File: config.mk
export PLATFORM = sky130hd
export DESIGN_NAME = fsk_tx_framer_flat
export DESIGN_NICKNAME = d
export VERILOG_FILES = /design/src/rtl/fsk_tx_framer_if.sv /design/src/rtl/fsk_tx_framer.sv /design/src/flat_wrapper.sv
export SDC_FILE = /design/constraint.sdc
export NUM_CORES = 1
export LEC_CHECK = 0
export BUFFER_PORTS_ARGS = -buffer_cell sky130_fd_sc_hd__buf_2
export CORE_MARGIN = 1
export CORE_UTILIZATION = 55
export DETAILED_ROUTE_END_ITERATION = 8
export PLACE_DENSITY = 0.72
export SYNTH_ARGS = -nofsm -noshare
export SYNTH_HDL_FRONTEND = slang
export SYNTH_SLANG_ARGS = --single-unit
File: constraint.sdc
create_clock -name clk -period 4 [get_ports clk]
set_input_delay 0.2 -clock clk [delete_from_list [all_inputs] [get_ports clk]]
set_output_delay 0.2 -clock clk [all_outputs]
set_load 0.02 [all_outputs]
File: src/rtl/fsk_tx_framer_if.sv
// SPI-word-in / FSK-bit-out bus of the FSK transmit framer.
// master: the SPI controller side (drives rx_ready/rx_data) plus the control inputs.
// slave:  the framer itself.
interface fsk_tx_framer_if #(
   parameter int DATA_W     = 8,
   parameter int FIFO_DEPTH = 16
);
   localparam int LVL_W = $clog2(FIFO_DEPTH) + 1;

   logic              rx_ready;
   logic [DATA_W-1:0] rx_data;
   logic              enable;
   logic              clr_ovf;
   logic              fsk_bit;
   logic              bit_strobe;
   logic              tx_active;
   logic [LVL_W-1:0]  fifo_level;
   logic              overflow;

   modport master (
      output rx_ready, rx_data, enable, clr_ovf,
      input  fsk_bit, bit_strobe, tx_active, fifo_level, overflow
   );

   modport slave (
      input  rx_ready, rx_data, enable, clr_ovf,
      output fsk_bit, bit_strobe, tx_active, fifo_level, overflow
   );
endinterface

File: src/rtl/fsk_tx_framer.sv
// FSK transmit framer: captures SPI words on the rising edge of rx_ready, queues them
// in a FIFO and serialises them MSB-first at clk/BAUD_DIV onto the modulator's
// mark/space select (fsk_bit=1 = mark, also the idle level).
// Optional build macro: FSK_PREAMBLE_EN adds PREAMBLE_LEN x PREAMBLE_WORD in front of
// every burst that starts from IDLE.
//
// state   | meaning
// S_IDLE  | line idle (fsk_bit=1), waiting for enable with a non-empty FIFO
// S_PRE   | sending preamble words (FSK_PREAMBLE_EN builds only)
// S_SHIFT | sending a data word; chains straight into the next one when possible
module fsk_tx_framer #(
   parameter int          DATA_W        = 8,
   parameter int          FIFO_DEPTH    = 16,
   parameter int          BAUD_DIV      = 16,
   parameter int          PREAMBLE_LEN  = 2,
   parameter int unsigned PREAMBLE_WORD = 'hAA
) (
   input logic          clk,
   input logic          rst,
   fsk_tx_framer_if.slave fsk_bus
);
   localparam int AW     = $clog2(FIFO_DEPTH);
   localparam int LVL_W  = AW + 1;
   localparam int BIT_W  = $clog2(DATA_W);
   localparam int BAUD_W = $clog2(BAUD_DIV);
`ifdef FSK_PREAMBLE_EN
   localparam int PRE_W  = $clog2(PREAMBLE_LEN + 1);
`endif

   if (FIFO_DEPTH < 2 || (FIFO_DEPTH & (FIFO_DEPTH - 1)) != 0) begin : g_bad_depth
      $error("FIFO_DEPTH must be a power of two and at least 2");
   end
   if (BAUD_DIV < 2 || DATA_W < 2) begin : g_bad_timing
      $error("BAUD_DIV and DATA_W must be at least 2");
   end
   if (PREAMBLE_LEN < 1 || (PREAMBLE_WORD >> DATA_W) != 0) begin : g_bad_preamble
      $error("PREAMBLE_LEN must be >= 1 and PREAMBLE_WORD must fit in DATA_W bits");
   end

   typedef enum logic [1:0] {
      S_IDLE  = 2'd0,
      S_SHIFT = 2'd1
`ifdef FSK_PREAMBLE_EN
      ,S_PRE  = 2'd2
`endif
   } state_t;

   state_t              r_state, w_state_nxt;
   logic                r_rx_q;
   logic [DATA_W-1:0]   r_mem [FIFO_DEPTH];
   logic [AW-1:0]       r_wr_ptr, r_rd_ptr;
   logic [LVL_W-1:0]    r_level;
   logic                r_overflow;
   logic [DATA_W-1:0]   r_shreg, w_shreg_nxt;
   logic [BIT_W-1:0]    r_bit_cnt, w_bit_cnt_nxt;
   logic [BAUD_W-1:0]   r_baud_cnt, w_baud_cnt_nxt;
`ifdef FSK_PREAMBLE_EN
   logic [PRE_W-1:0]    r_pre_cnt, w_pre_cnt_nxt;
`endif

   logic                w_push, w_push_ok, w_drop, w_pop, w_full, w_have, w_bit_end;
   logic [DATA_W-1:0]   w_rd_data;

   // A word is offered once per rx_ready high period; a pop in the same cycle frees a full slot.
   assign w_push    = fsk_bus.rx_ready & ~r_rx_q;
   assign w_full    = (r_level == LVL_W'(FIFO_DEPTH));
   assign w_push_ok = w_push & (~w_full | w_pop);
   assign w_drop    = w_push & ~w_push_ok;
   assign w_rd_data = r_mem[r_rd_ptr];
   assign w_have    = fsk_bus.enable & (r_level != '0);
   assign w_bit_end = (r_baud_cnt == BAUD_W'(BAUD_DIV - 1));

   assign fsk_bus.fsk_bit    = (r_state == S_IDLE) ? 1'b1 : r_shreg[DATA_W-1];
   assign fsk_bus.tx_active  = (r_state != S_IDLE);
   assign fsk_bus.bit_strobe = (r_state != S_IDLE) && (r_baud_cnt == '0);
   assign fsk_bus.fifo_level = r_level;
   assign fsk_bus.overflow   = r_overflow;

   // FIFO storage; contents need no reset because the pointers define validity.
   always_ff @(posedge clk) begin
      if (w_push_ok) r_mem[r_wr_ptr] <= fsk_bus.rx_data;
   end

   // Edge detect, FIFO pointers/occupancy and sticky overflow.
   always_ff @(posedge clk or negedge rst) begin
      if (!rst) begin
         r_rx_q     <= 1'b0;
         r_wr_ptr   <= '0;
         r_rd_ptr   <= '0;
         r_level    <= '0;
         r_overflow <= 1'b0;
      end else begin
         r_rx_q <= fsk_bus.rx_ready;
         if (w_push_ok) r_wr_ptr <= r_wr_ptr + 1'b1;
         if (w_pop)     r_rd_ptr <= r_rd_ptr + 1'b1;
         case ({w_push_ok, w_pop})
            2'b10:   r_level <= r_level + 1'b1;
            2'b01:   r_level <= r_level - 1'b1;
            default: r_level <= r_level;
         endcase
         if (w_drop)               r_overflow <= 1'b1;
         else if (fsk_bus.clr_ovf) r_overflow <= 1'b0;
      end
   end

   // FSM state and serialiser registers.
   always_ff @(posedge clk or negedge rst) begin
      if (!rst) begin
         r_state    <= S_IDLE;
         r_shreg    <= '0;
         r_bit_cnt  <= '0;
         r_baud_cnt <= '0;
`ifdef FSK_PREAMBLE_EN
         r_pre_cnt  <= '0;
`endif
      end else begin
         r_state    <= w_state_nxt;
         r_shreg    <= w_shreg_nxt;
         r_bit_cnt  <= w_bit_cnt_nxt;
         r_baud_cnt <= w_baud_cnt_nxt;
`ifdef FSK_PREAMBLE_EN
         r_pre_cnt  <= w_pre_cnt_nxt;
`endif
      end
   end

   // Next-state logic: bit timing, word chaining and FIFO pops.
   always_comb begin
      w_state_nxt    = r_state;
      w_shreg_nxt    = r_shreg;
      w_bit_cnt_nxt  = r_bit_cnt;
      w_baud_cnt_nxt = r_baud_cnt;
      w_pop          = 1'b0;
`ifdef FSK_PREAMBLE_EN
      w_pre_cnt_nxt  = r_pre_cnt;
`endif
      case (r_state)
         S_IDLE: begin
            if (w_have) begin
               w_bit_cnt_nxt  = BIT_W'(DATA_W - 1);
               w_baud_cnt_nxt = '0;
`ifdef FSK_PREAMBLE_EN
               w_state_nxt    = S_PRE;
               w_shreg_nxt    = DATA_W'(PREAMBLE_WORD);
               w_pre_cnt_nxt  = PRE_W'(PREAMBLE_LEN - 1);
`else
               w_state_nxt    = S_SHIFT;
               w_shreg_nxt    = w_rd_data;
               w_pop          = 1'b1;
`endif
            end
         end
`ifdef FSK_PREAMBLE_EN
         S_PRE: begin
            if (!w_bit_end) begin
               w_baud_cnt_nxt = r_baud_cnt + 1'b1;
            end else begin
               w_baud_cnt_nxt = '0;
               if (r_bit_cnt != '0) begin
                  w_shreg_nxt   = {r_shreg[DATA_W-2:0], 1'b0};
                  w_bit_cnt_nxt = r_bit_cnt - 1'b1;
               end else if (r_pre_cnt != '0) begin
                  w_shreg_nxt   = DATA_W'(PREAMBLE_WORD);
                  w_bit_cnt_nxt = BIT_W'(DATA_W - 1);
                  w_pre_cnt_nxt = r_pre_cnt - 1'b1;
               end else if (r_level != '0) begin
                  // Burst is committed once the preamble has gone out.
                  w_state_nxt   = S_SHIFT;
                  w_shreg_nxt   = w_rd_data;
                  w_bit_cnt_nxt = BIT_W'(DATA_W - 1);
                  w_pop         = 1'b1;
               end else begin
                  w_state_nxt   = S_IDLE;
               end
            end
         end
`endif
         S_SHIFT: begin
            if (!w_bit_end) begin
               w_baud_cnt_nxt = r_baud_cnt + 1'b1;
            end else begin
               w_baud_cnt_nxt = '0;
               if (r_bit_cnt != '0) begin
                  w_shreg_nxt   = {r_shreg[DATA_W-2:0], 1'b0};
                  w_bit_cnt_nxt = r_bit_cnt - 1'b1;
               end else if (w_have) begin
                  w_shreg_nxt   = w_rd_data;
                  w_bit_cnt_nxt = BIT_W'(DATA_W - 1);
                  w_pop         = 1'b1;
               end else begin
                  w_state_nxt   = S_IDLE;
               end
            end
         end
         default: w_state_nxt = S_IDLE;
      endcase
   end
endmodule

File: src/flat_wrapper.sv
// flat-port wrapper written by rule: the top's interface ports become plain ports
module fsk_tx_framer_flat 
#(
   parameter int          DATA_W        = 8,
   parameter int          FIFO_DEPTH    = 16,
   parameter int          BAUD_DIV      = 16,
   parameter int          PREAMBLE_LEN  = 2,
   parameter int unsigned PREAMBLE_WORD = 'hAA
)
  (clk, rst, fsk_bus_rx_ready, fsk_bus_rx_data, fsk_bus_enable, fsk_bus_clr_ovf, fsk_bus_fsk_bit, fsk_bus_bit_strobe, fsk_bus_tx_active, fsk_bus_fifo_level, fsk_bus_overflow);
  fsk_tx_framer_if #(.DATA_W(DATA_W), .FIFO_DEPTH(FIFO_DEPTH)) fsk_bus_i ();
  input logic clk;
  input logic rst;
  input wire logic [$bits(fsk_bus_i.rx_ready)-1:0] fsk_bus_rx_ready;
  input wire logic [$bits(fsk_bus_i.rx_data)-1:0] fsk_bus_rx_data;
  input wire logic [$bits(fsk_bus_i.enable)-1:0] fsk_bus_enable;
  input wire logic [$bits(fsk_bus_i.clr_ovf)-1:0] fsk_bus_clr_ovf;
  output wire logic [$bits(fsk_bus_i.fsk_bit)-1:0] fsk_bus_fsk_bit;
  output wire logic [$bits(fsk_bus_i.bit_strobe)-1:0] fsk_bus_bit_strobe;
  output wire logic [$bits(fsk_bus_i.tx_active)-1:0] fsk_bus_tx_active;
  output wire logic [$bits(fsk_bus_i.fifo_level)-1:0] fsk_bus_fifo_level;
  output wire logic [$bits(fsk_bus_i.overflow)-1:0] fsk_bus_overflow;
  assign fsk_bus_i.rx_ready = fsk_bus_rx_ready;
  assign fsk_bus_i.rx_data = fsk_bus_rx_data;
  assign fsk_bus_i.enable = fsk_bus_enable;
  assign fsk_bus_i.clr_ovf = fsk_bus_clr_ovf;
  assign fsk_bus_fsk_bit = fsk_bus_i.fsk_bit;
  assign fsk_bus_bit_strobe = fsk_bus_i.bit_strobe;
  assign fsk_bus_tx_active = fsk_bus_i.tx_active;
  assign fsk_bus_fifo_level = fsk_bus_i.fifo_level;
  assign fsk_bus_overflow = fsk_bus_i.overflow;
  fsk_tx_framer #(.DATA_W(DATA_W), .FIFO_DEPTH(FIFO_DEPTH), .BAUD_DIV(BAUD_DIV), .PREAMBLE_LEN(PREAMBLE_LEN), .PREAMBLE_WORD(PREAMBLE_WORD)) u_core (.clk(clk), .rst(rst), .fsk_bus(fsk_bus_i));
endmodule
==> flow_metrics.env, run 1 <==
export IMPL_netlist_instances=407
export IMPL_timing_critical_path_to="u_core.fsk_bus.fifo_level[4]"
export IMPL_htreeDepth=4
export IMPL_seqPwrFrac=0.504
export IMPL_die_area_mm2=0.01300
export IMPL_synthesis_area_mm2=0.006902
export IMPL_post_route_period_util=0.7503
export IMPL_nFillCells=851
export IMPL_yosysSeqAreaShare=0.6693
export IMPL_max_stage_delay_ps=440
export IMPL_fmax_ghz=0.3332
export IMPL_startpoint="u_core.r_baud_cnt[0]"
export IMPL_core_region_area_mm2=0.01211
export IMPL_rr_endpoint="u_core.fsk_bus.fifo_level[4]"
export IMPL_syn_to_final_growth_pct=11.58
export IMPL_die_y_um=114.0
export IMPL_synth_simple_area_share=0.06091
export IMPL_io_pins=22
export IMPL_start_kind="flop"
export IMPL_placed_area_mm2=0.007099
export IMPL_slew_headroom=0.3438
export IMPL_cts_buffers=17
export IMPL_yosysTopAreaCell="edfxtp_1"
export IMPL_status="finished, final reports clean"
export IMPL_rsz0062_at_grt="false"
export IMPL_vias_per_cell=5.908
export IMPL_crit_family="compound AO/OA/AOI/OAI gates"
export IMPL_path_cells="ha_1, and3_1, a21o_1, nand3_1, inv_1, fa_1, a21o_1, a21oi_1, or3_1, a21oi_1, a311o_1"
export IMPL_cts_tree="built"
export IMPL_synth_xor_area_share=0.01142
export IMPL_worstMarginPinSlew_ps=980.8
export IMPL_dp_slack_ps=1032
export IMPL_vdd_drop_max_mv=0.4617
export IMPL_r2r_cells=11
export IMPL_drcViolationCount=0
export IMPL_p_clk_frac=0.395
export IMPL_comb_power_share=0.101
export IMPL_synthMuxAreaShare=0.1420
export IMPL_ant_nets=0
export IMPL_crit_path_max_fanout=7
export IMPL_critPathSlowestCell="fa_1"
export IMPL_yosys_register_bits=159
export IMPL_rrSetupSlack_ps=1000
export IMPL_fin_nets=456
export IMPL_end_kind="flop"
export IMPL_hold_ws_ps=158.5
export IMPL_wire_per_inst_um=20.41
export IMPL_synth_top_cells_by_area="edfxtp_1, dfrtp_1, mux4_1"
export IMPL_clockBufferDepth=2
export IMPL_die_w_um=114.0
export IMPL_first_pass_iters=4
export IMPL_finClkSkew_ps=10.02
export IMPL_grt_max_degree=34
export IMPL_numPortBuffers=21
export IMPL_grt_overflow=0
export IMPL_intPower_w=0.002977
export IMPL_synth_compound_area_frac=0.06726
export IMPL_worst_ep_arrival_time_ps=3300
export IMPL_syn_avg_cell_area_um2=16.96
export IMPL_cap_violations=0
export IMPL_dp_hpwl_um=8043
export IMPL_grt_pass1_wl_um=19660
export IMPL_drtIter0Drc=328
export IMPL_start_util=0.5698
export IMPL_diodes=0
export IMPL_final_hold_viol_count=0
export IMPL_synthAdderAreaFrac=0.02466
export IMPL_worst_slack_ps=998.7
export IMPL_setup_tns_ps=0
export IMPL_first_global_vias=3558
export IMPL_hold_path_class="in2reg"
export IMPL_final_max_slew_viol_count=0
export IMPL_p_sw_w=0.0009631
export IMPL_crit_reg2reg_launch="u_core.r_baud_cnt[0]"
export IMPL_final_area_mm2=0.007701
export IMPL_clock_root_buffer="clkbuf_16"
export IMPL_synth_top_family_by_area="multiplexers"
export IMPL_yosysWarnings=0
export IMPL_async_flop_share=0.1950
export IMPL_antenna_found_initial=0
export IMPL_leakagePower_nw=2.694
export IMPL_switching_share=0.2444
export IMPL_routabilityCongestion=0.8346
export IMPL_yosys_cell_types_count=47
export IMPL_drive_above_1_share=0.1896
export IMPL_path_buf_inv=1
export IMPL_finalPower_w=0.003940
export IMPL_row_count=40
export IMPL_p_per_area_mw_per_mm2=511.7
export IMPL_synth_top_area_share=0.5569
export IMPL_synth_net_count=433
export IMPL_synth_edf_count=128
export IMPL_drt_wl_total_um=12470
export IMPL_clkTransAtPathRegs_ps=60
export IMPL_required_ps=4300
export IMPL_cp_depth=11
export IMPL_setup_viol=0
export IMPL_fin_crit_ps=3001
export IMPL_post_cts_buffers=0
export IMPL_grtUsageTotal=0.2092
export IMPL_worstSkewPairLatency_ps=420
export IMPL_ys_flop_type="edfxtp_1"
export IMPL_seq_area_mm2=0.004622
export IMPL_critPathKind="reg2reg"
export IMPL_multi_input_area_mm2=0.002113
export IMPL_clock_sinks=159
export IMPL_via_count=3610
[cell type report]
type                            instances  share of cell area
Multi-Input combinational cell        217              0.2744
Inverter                                9            0.004387
Timing Repair Buffer                   26             0.01950
Clock buffer                           20             0.05670
Sequential cell                       159              0.6002
Clock inverter                         12             0.01755
Tap cell                              168             0.02729
[power groups by stage]
stage	sequential, W	combinational, W	clock (W)
finish	0.00199	0.000399	0.00156
global route	0.00200	0.000440	0.00165
CTS	0.00198	0.000403	0.00158
detailed placement	0.00202	0.000399	0
global placement	0.00201	0.000383	0
floorplan	0.00203	0.000241	0
[sequential cells by signal, summed over array words and instances (netlist names)]
register	flops
u_core.r_mem	128
u_core.r_shreg	8
u_core.fsk_bus.fifo_level	5
u_core.r_baud_cnt	4
u_core.r_rd_ptr	4
u_core.r_wr_ptr	4
u_core.r_bit_cnt	3
u_core.fsk_bus.overflow	1
u_core.r_rx_q	1
u_core.r_state	1
[metrics by stage]
| stage | util | instances |
|---|---|---|
| 2_1_floorplan | - | 407 |
| 3_3_place_gp | 0.5862 | 576 |
| 3_5_place_dp | 0.5862 | 576 |
| 4_1_cts | 0.6358 | 611 |
| 5_1_grt | 0.6358 | 611 |
| 6_report | 0.6358 | 611 |
[cell usage after synthesis (2+ instances only)]
| master | n |
|---|---|
| edfxtp_1 | 128 |
| dfrtp_1 | 31 |
| nand2_1 | 28 |
| mux4_1 | 18 |
| and3_1 | 17 |
| o21ai_0 | 17 |
| mux4_2 | 14 |
| ha_1 | 12 |
| a22oi_1 | 10 |
| buf_2 | 10 |
| o211ai_1 | 10 |
| inv_1 | 9 |
| mux2_2 | 9 |
| mux2i_1 | 9 |
| a21oi_1 | 8 |
| clkbuf_1 | 8 |
| nor2_1 | 8 |
| xnor2_1 | 7 |
| and2_1 | 5 |
| o211ai_2 | 5 |
| nand2b_1 | 4 |
| nand3_1 | 4 |
| nand4_1 | 4 |
| nor2b_1 | 4 |
| a21o_1 | 3 |
| buf_12 | 2 |
| o31ai_1 | 2 |
| xor2_1 | 2 |
[metal layers]
metal  vias to the layer above  routed length [um]  GRT usage
li1                       1666                   -          -
met5                         -                   0          0
met1                      1861                5682     0.2884
met4                         0                 131    0.06753
met3                        12                 442    0.04782
met2                        71                6215     0.3341
[worst min path at each step]
stage,start,to,cells past startpoint
after floorplan,rst,u_core.fsk_bus.fifo_level[0],0
after global placement,rst,u_core.fsk_bus.fifo_level[0],1
after detailed placement,rst,u_core.fsk_bus.fifo_level[1],1
after CTS,fsk_bus_rx_data[7],u_core.r_mem[4][7],1
after global routing,fsk_bus_rx_data[2],u_core.r_mem[11][2],1
final,fsk_bus_rx_data[3],u_core.r_mem[8][3],1
[what timing repair did]
| action | in CTS | in global routing |
|---|---|---|
| hold buffers | 3 | 0 |
| hold endpoints to repair | 33 | 0 |
| gates resized for setup | 0 | 0 |
| endpoints found under the setup margin | 0 | 0 |
[cells by family (layout without fill, tap and decap cells)]
| group | after synthesis | count (layout) |
|---|---|---|
| AOI/OAI and AO/OA | 65 | 65 |
| DFF | 159 | 159 |
| xor gates and xnor gates | 9 | 9 |
| buffers and inverters | 31 | 67 |
| adders and majority gates | 13 | 13 |
| muxes | 50 | 50 |
| and+or+nand+nor | 80 | 80 |
[layout by cell type (no fill, tap or decap), types with 2 or more instances in the layout]
cell           count
nand2b_1           4
mux4_1            18
and3_1            17
o211ai_2           5
nand2_1           28
o21ai_0           17
dfrtp_2            2
a21o_1             3
buf_2             21
o211ai_1          10
dfrtp_1           29
mux2i_1            9
nor2_1             8
clkinvlp_4         3
a22oi_1           10
clkbuf_1           3
xor2_1             2
edfxtp_1         128
a21oi_1            8
clkbuf_16         17
clkinv_4           2
dlygate4sd3_1      3
mux2_2             9
inv_6              3
buf_4              2
xnor2_1            7
mux4_2            14
inv_1              9
nand3_1            4
ha_1              12
bufinv_16          2
o31ai_1            2
and2_1             5
nand4_1            4
nor2b_1            4
Note: power is estimated with default switching activity, not from simulation.
==> inputs of run 2 (changes only) <==
--- a/config.mk
+++ b/config.mk
@@ -5,6 +5,7 @@
 export SDC_FILE = /design/constraint.sdc
 export NUM_CORES = 1
 export LEC_CHECK = 0
+export ABC_AREA = 1
 export BUFFER_PORTS_ARGS = -buffer_cell sky130_fd_sc_hd__buf_2
 export CORE_MARGIN = 1
 export CORE_UTILIZATION = 55
==> constraint.sdc (replaced) <==
create_clock -name clk -period 2.9 [get_ports clk]
set_input_delay 0.145 -clock clk [delete_from_list [all_inputs] [get_ports clk]]
set_output_delay 0.145 -clock clk [all_outputs]
set_load 0.02 [all_outputs]
==> run 2 against run 1 <==
Against the previous run:
- power rose by 20%
- hold slack got worse by 11 ps
- non-clock buffer count rose by 10
- die area rose by 0.33%
- via count rose by 30%
- first-iteration DRC count rose by 35%
- clock skew fell by 0.63 ps
==> flow_metrics.env, run 2 <==
export IMPL_clock_sinks=159
export IMPL_final_common_cell="nor2_1"
export IMPL_hold_path_class="in2reg"
export IMPL_first_global_vias=4589
export IMPL_hold_depth=3
export IMPL_syn_avg_cell_area_um2=10.96
export IMPL_nFillCells=950
export IMPL_numPortBuffers=21
export IMPL_synthesis_area_mm2=0.006925
export IMPL_fmax_ghz=0.3637
export IMPL_finClkSkew_ps=9.387
export IMPL_leakagePower_nw=3.024
export IMPL_required_ps=2940
export IMPL_yosysWarnings=0
export IMPL_crit_path_max_fanout=23
export IMPL_clock_root_buffer="clkbuf_16"
export IMPL_setup_viol=0
export IMPL_worstMarginPinSlew_ps=1223
export IMPL_grt_max_degree=65
export IMPL_netlist_instances=632
export IMPL_start_util=0.5694
export IMPL_r2r_cells=7
export IMPL_clockBufferDepth=2
export IMPL_start_kind="flop"
export IMPL_grt_overflow=0
export IMPL_yosysSeqAreaShare=0.6670
export IMPL_row_count=40
export IMPL_htreeDepth=4
export IMPL_clkTransAtPathRegs_ps=60
export IMPL_yosys_cell_types_count=33
export IMPL_drt_wl_total_um=15150
export IMPL_first_pass_iters=5
export IMPL_die_y_um=114.2
export IMPL_use_met3=0.06564
export IMPL_slew_headroom=0.1784
export IMPL_die_area_mm2=0.01304
export IMPL_drcViolationCount=0
export IMPL_synthTopCellsByCount="nor2_1, edfxtp_1, o21ai_0"
export IMPL_cap_violations=0
export IMPL_grt_busiest_layer="met2"
export IMPL_vdd_drop_max_mv=0.5112
export IMPL_post_route_period_util=0.9481
export IMPL_synth_net_count=658
export IMPL_grt_pass1_wl_um=24170
export IMPL_syn_to_final_growth_pct=12.43
export IMPL_antenna_found_initial=0
export IMPL_cts_buffers=17
export IMPL_critPathKind="reg2reg"
export IMPL_async_flop_share=0.1950
export IMPL_drtIter0Drc=443
export IMPL_yosys_cell_count_top_type="nor2_1"
export IMPL_die_w_um=114.2
export IMPL_core_region_area_mm2=0.01216
export IMPL_final_hold_viol_count=0
export IMPL_ant_nets=0
export IMPL_rsz0062_at_grt="false"
export IMPL_ys_flop_type="edfxtp_1"
export IMPL_yosysTopAreaCell="edfxtp_1"
export IMPL_yosys_register_bits=159
export IMPL_worst_ep_arrival_time_ps=2790
export IMPL_io_pins=22
export IMPL_diodes=0
export IMPL_grt_use_met1=0.3480
export IMPL_end_kind="flop"
export IMPL_fin_nets=685
export IMPL_status="finished, final reports clean"
export IMPL_cts_tree="built"
export IMPL_routabilityCongestion=0.8489
export IMPL_largest_register="u_core.r_mem"
export IMPL_post_cts_resized=0
export IMPL_most_common_layout_cells="nor2_1, edfxtp_1, o21ai_0"
export IMPL_drive_above_1_share=0.1162
export IMPL_grtUsageMet2=0.3923
export IMPL_final_max_slew_viol_count=0
export IMPL_p_per_area_mw_per_mm2=606.3
export IMPL_worstSkewPairLatency_ps=430
export IMPL_setup_tns_ps=0
export IMPL_largest_register_ffs=128
export IMPL_synth_top_area_share=0.5550
export IMPL_dp_hpwl_um=9539
export IMPL_via_count=4688
export IMPL_post_cts_buffers=0
export IMPL_vias_per_cell=5.588
export IMPL_fin_crit_ps=2749
export IMPL_grtUsageTotal=0.2571
export IMPL_utilization=0.6402
export IMPL_synth_edf_count=128
export IMPL_wire_per_inst_um=18.05
export IMPL_synth_top_cells_by_area="edfxtp_1, dfrtp_1, nor2_1"
[run 2: power breakdown]
part / switching (W) / internal (W) / total (W)
Sequential: 0.00000124 / 0.00247 / 0.00247
Clock: 0.000848 / 0.00133 / 0.00218
Combinational: 0.0000564 / 0.0000130 / 0.0000693
Total: 0.000905 / 0.00382 / 0.00472
[run 2: per-stage QoR]
step / std cells / setup slack, ps / hold slack (ps) / area (um2) / power [W]
2_1_floorplan: 632 / 655.2 / -150.6 / 6925 / 0.002529
3_3_place_gp: 805 / 336.5 / 228.5 / 7179 / 0.002583
3_5_place_dp: 805 / 206.8 / 232.0 / 7179 / 0.002584
4_1_cts: 839 / 207.3 / 128.1 / 7786 / 0.004739
5_1_grt: 839 / 18.05 / 129.0 / 7786 / 0.004839
6_report: 839 / 150.6 / 147.3 / 7786 / 0.004721
[run 2: area by class of cell]
type                            count  area (um2)  area share
Sequential cell                   159        4621      0.5934
Timing Repair Buffer               36       225.2     0.02892
Clock buffer                       18       429.2     0.05512
Inverter                           48       180.2     0.02314
Clock inverter                     13       147.6     0.01896
Tap cell                          168       210.2     0.02700
Multi-Input combinational cell    397        1973      0.2534
[run 2: logic make-up after synthesis]
group | synth area share
xor+xnor | 0.01265
compound gates | 0.07552
simple gates | 0.1722
flops | 0.6670
fa+ha+maj | 0.02457
buf+inv | 0.04806
[run 2: final timing paths]
| path | slack (ps) | end | from |
|---|---|---|---|
| setup / recovery | 150 | u_core.r_mem[13][7] | u_core.r_baud_cnt[0] |
| min in group asynchronous | 310 | u_core.r_baud_cnt[0] | rst |
| setup reg to reg | 150 | u_core.r_mem[13][7] | u_core.r_baud_cnt[0] |
| hold reg to reg | 510 | u_core.r_bit_cnt[1] | u_core.r_bit_cnt[1] |
| hold / removal | 150 | u_core.r_bit_cnt[0] | fsk_bus_enable |
| max in group asynchronous | 2090 | u_core.r_rd_ptr[0] | rst |
[run 2: critical path: stages (launching register included)]
cell and delay (ps):
dfrtp_1 410, ha_1 210, nand3_1 110, nand2_2 100, nand2_4 100, nor2_8 210
o21ai_4 210, nor3_1 990
[run 2: what timing repair did]
action,CTS,global route
hold buffers,3,0
hold endpoints to repair,33,0
setup endpoints to repair,0,0
[run 2: per-layer routing]
metal,wire length (um),part of all wire,up-vias
li1,-,-,2228
met1,6581,0.43,2260
met2,7205,0.48,170
met3,998,0.066,30
met4,359,0.024,0
met5,0,0,-
==> inputs of run 3 (changes only) <==
--- a/config.mk
+++ b/config.mk
@@ -7,6 +7,7 @@
 export LEC_CHECK = 0
 export ABC_AREA = 1
 export BUFFER_PORTS_ARGS = -buffer_cell sky130_fd_sc_hd__buf_2
+export CORE_ASPECT_RATIO = 1.75
 export CORE_MARGIN = 1
 export CORE_UTILIZATION = 55
 export DETAILED_ROUTE_END_ITERATION = 8
==> run 3 against run 2 <==
Against the previous run:
- register-to-register slack better by 90 ps
- combinational power is 5.8% lower
- core utilization is 0.16 points higher
- sequential cell count stayed put
- fmax is 3.5% higher
- first-iteration DRC count is 14% lower
- highest routed layer unchanged
==> flow_metrics.env, run 3 (same netlist as run 2, synthesis figures left out) <==
export IMPL_status="finished, final reports clean"
export IMPL_final_cells=839
export IMPL_drtIter0Drc=379
export IMPL_cts_hold_buf=3
export IMPL_clock_root_buffer="clkbuf_16"
export IMPL_start_util=0.5707
export IMPL_rsz0062_at_grt="false"
export IMPL_post_cts_buffers=0
export IMPL_worstMarginPinSlew_ps=1152
export IMPL_most_common_layout_cells="nor2_1, edfxtp_1, o21ai_0"
export IMPL_grtUsageTotal=0.2501
export IMPL_final_hold_viol_count=0
export IMPL_grt_pass1_wl_um=23370
export IMPL_die_w_um=86.83
export IMPL_crit_path_max_fanout=13
export IMPL_core_region_area_mm2=0.01214
export IMPL_post_cts_resized=0
export IMPL_hold_path_class="in2reg"
export IMPL_p_per_area_mw_per_mm2=592.8
export IMPL_grt_overflow=0
export IMPL_start_kind="flop"
export IMPL_htreeDepth=4
export IMPL_drive_above_1_share=0.1187
export IMPL_routabilityCongestion=0.9151
export IMPL_dp_hpwl_um=10130
export IMPL_path_cells="nor2_1, nand3_1, nand2_2, nor2_8, buf_4, o21ai_2, inv_1, fa_1, a31oi_1, inv_1, nand2_1, nand3_1, nand2_1, inv_1"
export IMPL_syn_to_final_growth_pct=12.47
export IMPL_fin_nets=687
export IMPL_final_max_slew_viol_count=0
export IMPL_path_buf_inv=4
export IMPL_io_pins=22
export IMPL_row_count=53
export IMPL_vdd_drop_max_mv=0.4183
export IMPL_drt_wl_total_um=15210
export IMPL_final_common_cell="nor2_1"
export IMPL_leakagePower_nw=3.024
export IMPL_cts_tree="built"
export IMPL_die_y_um=150.4
export IMPL_critPathKind="reg2reg"
export IMPL_end_kind="flop"
export IMPL_finClkSkew_ps=9.492
export IMPL_required_ps=3210
export IMPL_fmax_ghz=0.3763
export IMPL_critPathSlowestCell="dfrtp_1"
export IMPL_wire_per_inst_um=18.13
export IMPL_cts_buffers=17
export IMPL_antenna_found_initial=0
export IMPL_first_global_vias=4539
export IMPL_diodes=0
export IMPL_fin_crit_ps=2657
export IMPL_slew_headroom=0.2262
export IMPL_grt_max_degree=68
export IMPL_crit_family="simple AND/OR/NAND/NOR gates"
export IMPL_worstSkewPairLatency_ps=410
export IMPL_via_count=4646
export IMPL_numPortBuffers=21
export IMPL_cpMostUsedCell="inv_1"
export IMPL_dp_cells=804
export IMPL_setup_tns_ps=0
export IMPL_clkTransAtPathRegs_ps=60
export IMPL_die_area_mm2=0.01306
export IMPL_ant_nets=0
export IMPL_clockBufferDepth=2
export IMPL_worst_ep_arrival_time_ps=2970
export IMPL_post_route_period_util=0.9163
export IMPL_clock_sinks=159
export IMPL_drcViolationCount=0
export IMPL_largest_register_ffs=128
export IMPL_first_pass_iters=6
export IMPL_largest_register="u_core.r_mem"
export IMPL_setup_viol=0
export IMPL_cap_violations=0
export IMPL_max_stage_delay_ps=440
export IMPL_vias_per_cell=5.538
-- run 3: changes by cell type in the layout (fill, tap and decap cells not counted) --
| cell | previous run | this run |
|---|---|---|
| clkbuf_16 | 17 | 18 |
| buf_4 | 12 | 14 |
| clkbuf_8 | 0 | 4 |
| bufinv_16 | 3 | 0 |
| clkinv_4 | 1 | 3 |
| clkbuf_1 | 1 | 2 |
| clkinv_2 | 6 | 2 |
-- run 3: power breakdown --
group / switching, W / internal [W] / total, W
clock network: 0.000846 / 0.00124 / 0.00208
registers: 0.00000108 / 0.00247 / 0.00247
logic: 0.0000533 / 0.0000121 / 0.0000653
total: 0.000900 / 0.00372 / 0.00462
-- run 3: area by class of cell --
| cell class | count | area, um2 |
|---|---|---|
| clock buffer | 24 | 513.0 |
| clock inverter | 8 | 55.05 |
| fill | 945 | 4347 |
| inverter | 48 | 180.2 |
| multi-input combinational | 397 | 1973 |
| sequential | 159 | 4621 |
| tap | 165 | 206.4 |
| timing repair buffer | 38 | 240.2 |
-- run 3: final timing paths --
check,start,end,slack (ps),cells after the start
setup / recovery,u_core.fsk_bus.fifo_level[1],u_core.fsk_bus.fifo_level[4],240,14
hold / removal,fsk_bus_rx_data[7],u_core.r_mem[14][7],150,1
setup reg to reg,u_core.fsk_bus.fifo_level[1],u_core.fsk_bus.fifo_level[4],240,14
hold reg to reg,u_core.r_shreg[0],u_core.r_shreg[0],500,2
max in group asynchronous,rst,u_core.r_rd_ptr[0],2040,2
min in group asynchronous,rst,u_core.fsk_bus.fifo_level[2],330,2
-- run 3: through the flow --
step                      setup WS, ps  hold slack [ps]  area, um2  total power, W    util
after floorplan                  655.2           -150.6       6925        0.002529       -
after global placement           366.0            232.8       7191        0.002578  0.5925
final                            242.9            145.4       7789        0.004617  0.6418
after CTS                        238.9            138.1       7789        0.004644  0.6418
after global routing             70.85            157.3       7789        0.004753  0.6418
after detailed placement         257.0            250.4       7191        0.002581  0.5925
-- run 3: layer usage --
layer,global-route usage,part of all wire,vias to the layer above
met3,0.04167,0.037,39
met1,0.2776,0.38,2232
li1,-,-,2231
met2,0.4425,0.54,144
met4,0.1492,0.046,0
met5,0,0,-
-- run 3: worst register-to-register path: cells and delay by family, from the launching register on --
kind / cells / cell delay (ps)
AO/OA/AOI/OAI: 2 / 380
adder cells (fa/ha/maj): 1 / 430
buffers and inverters: 4 / 410
flip-flops: 1 / 440
AND/OR/NAND/NOR: 7 / 890
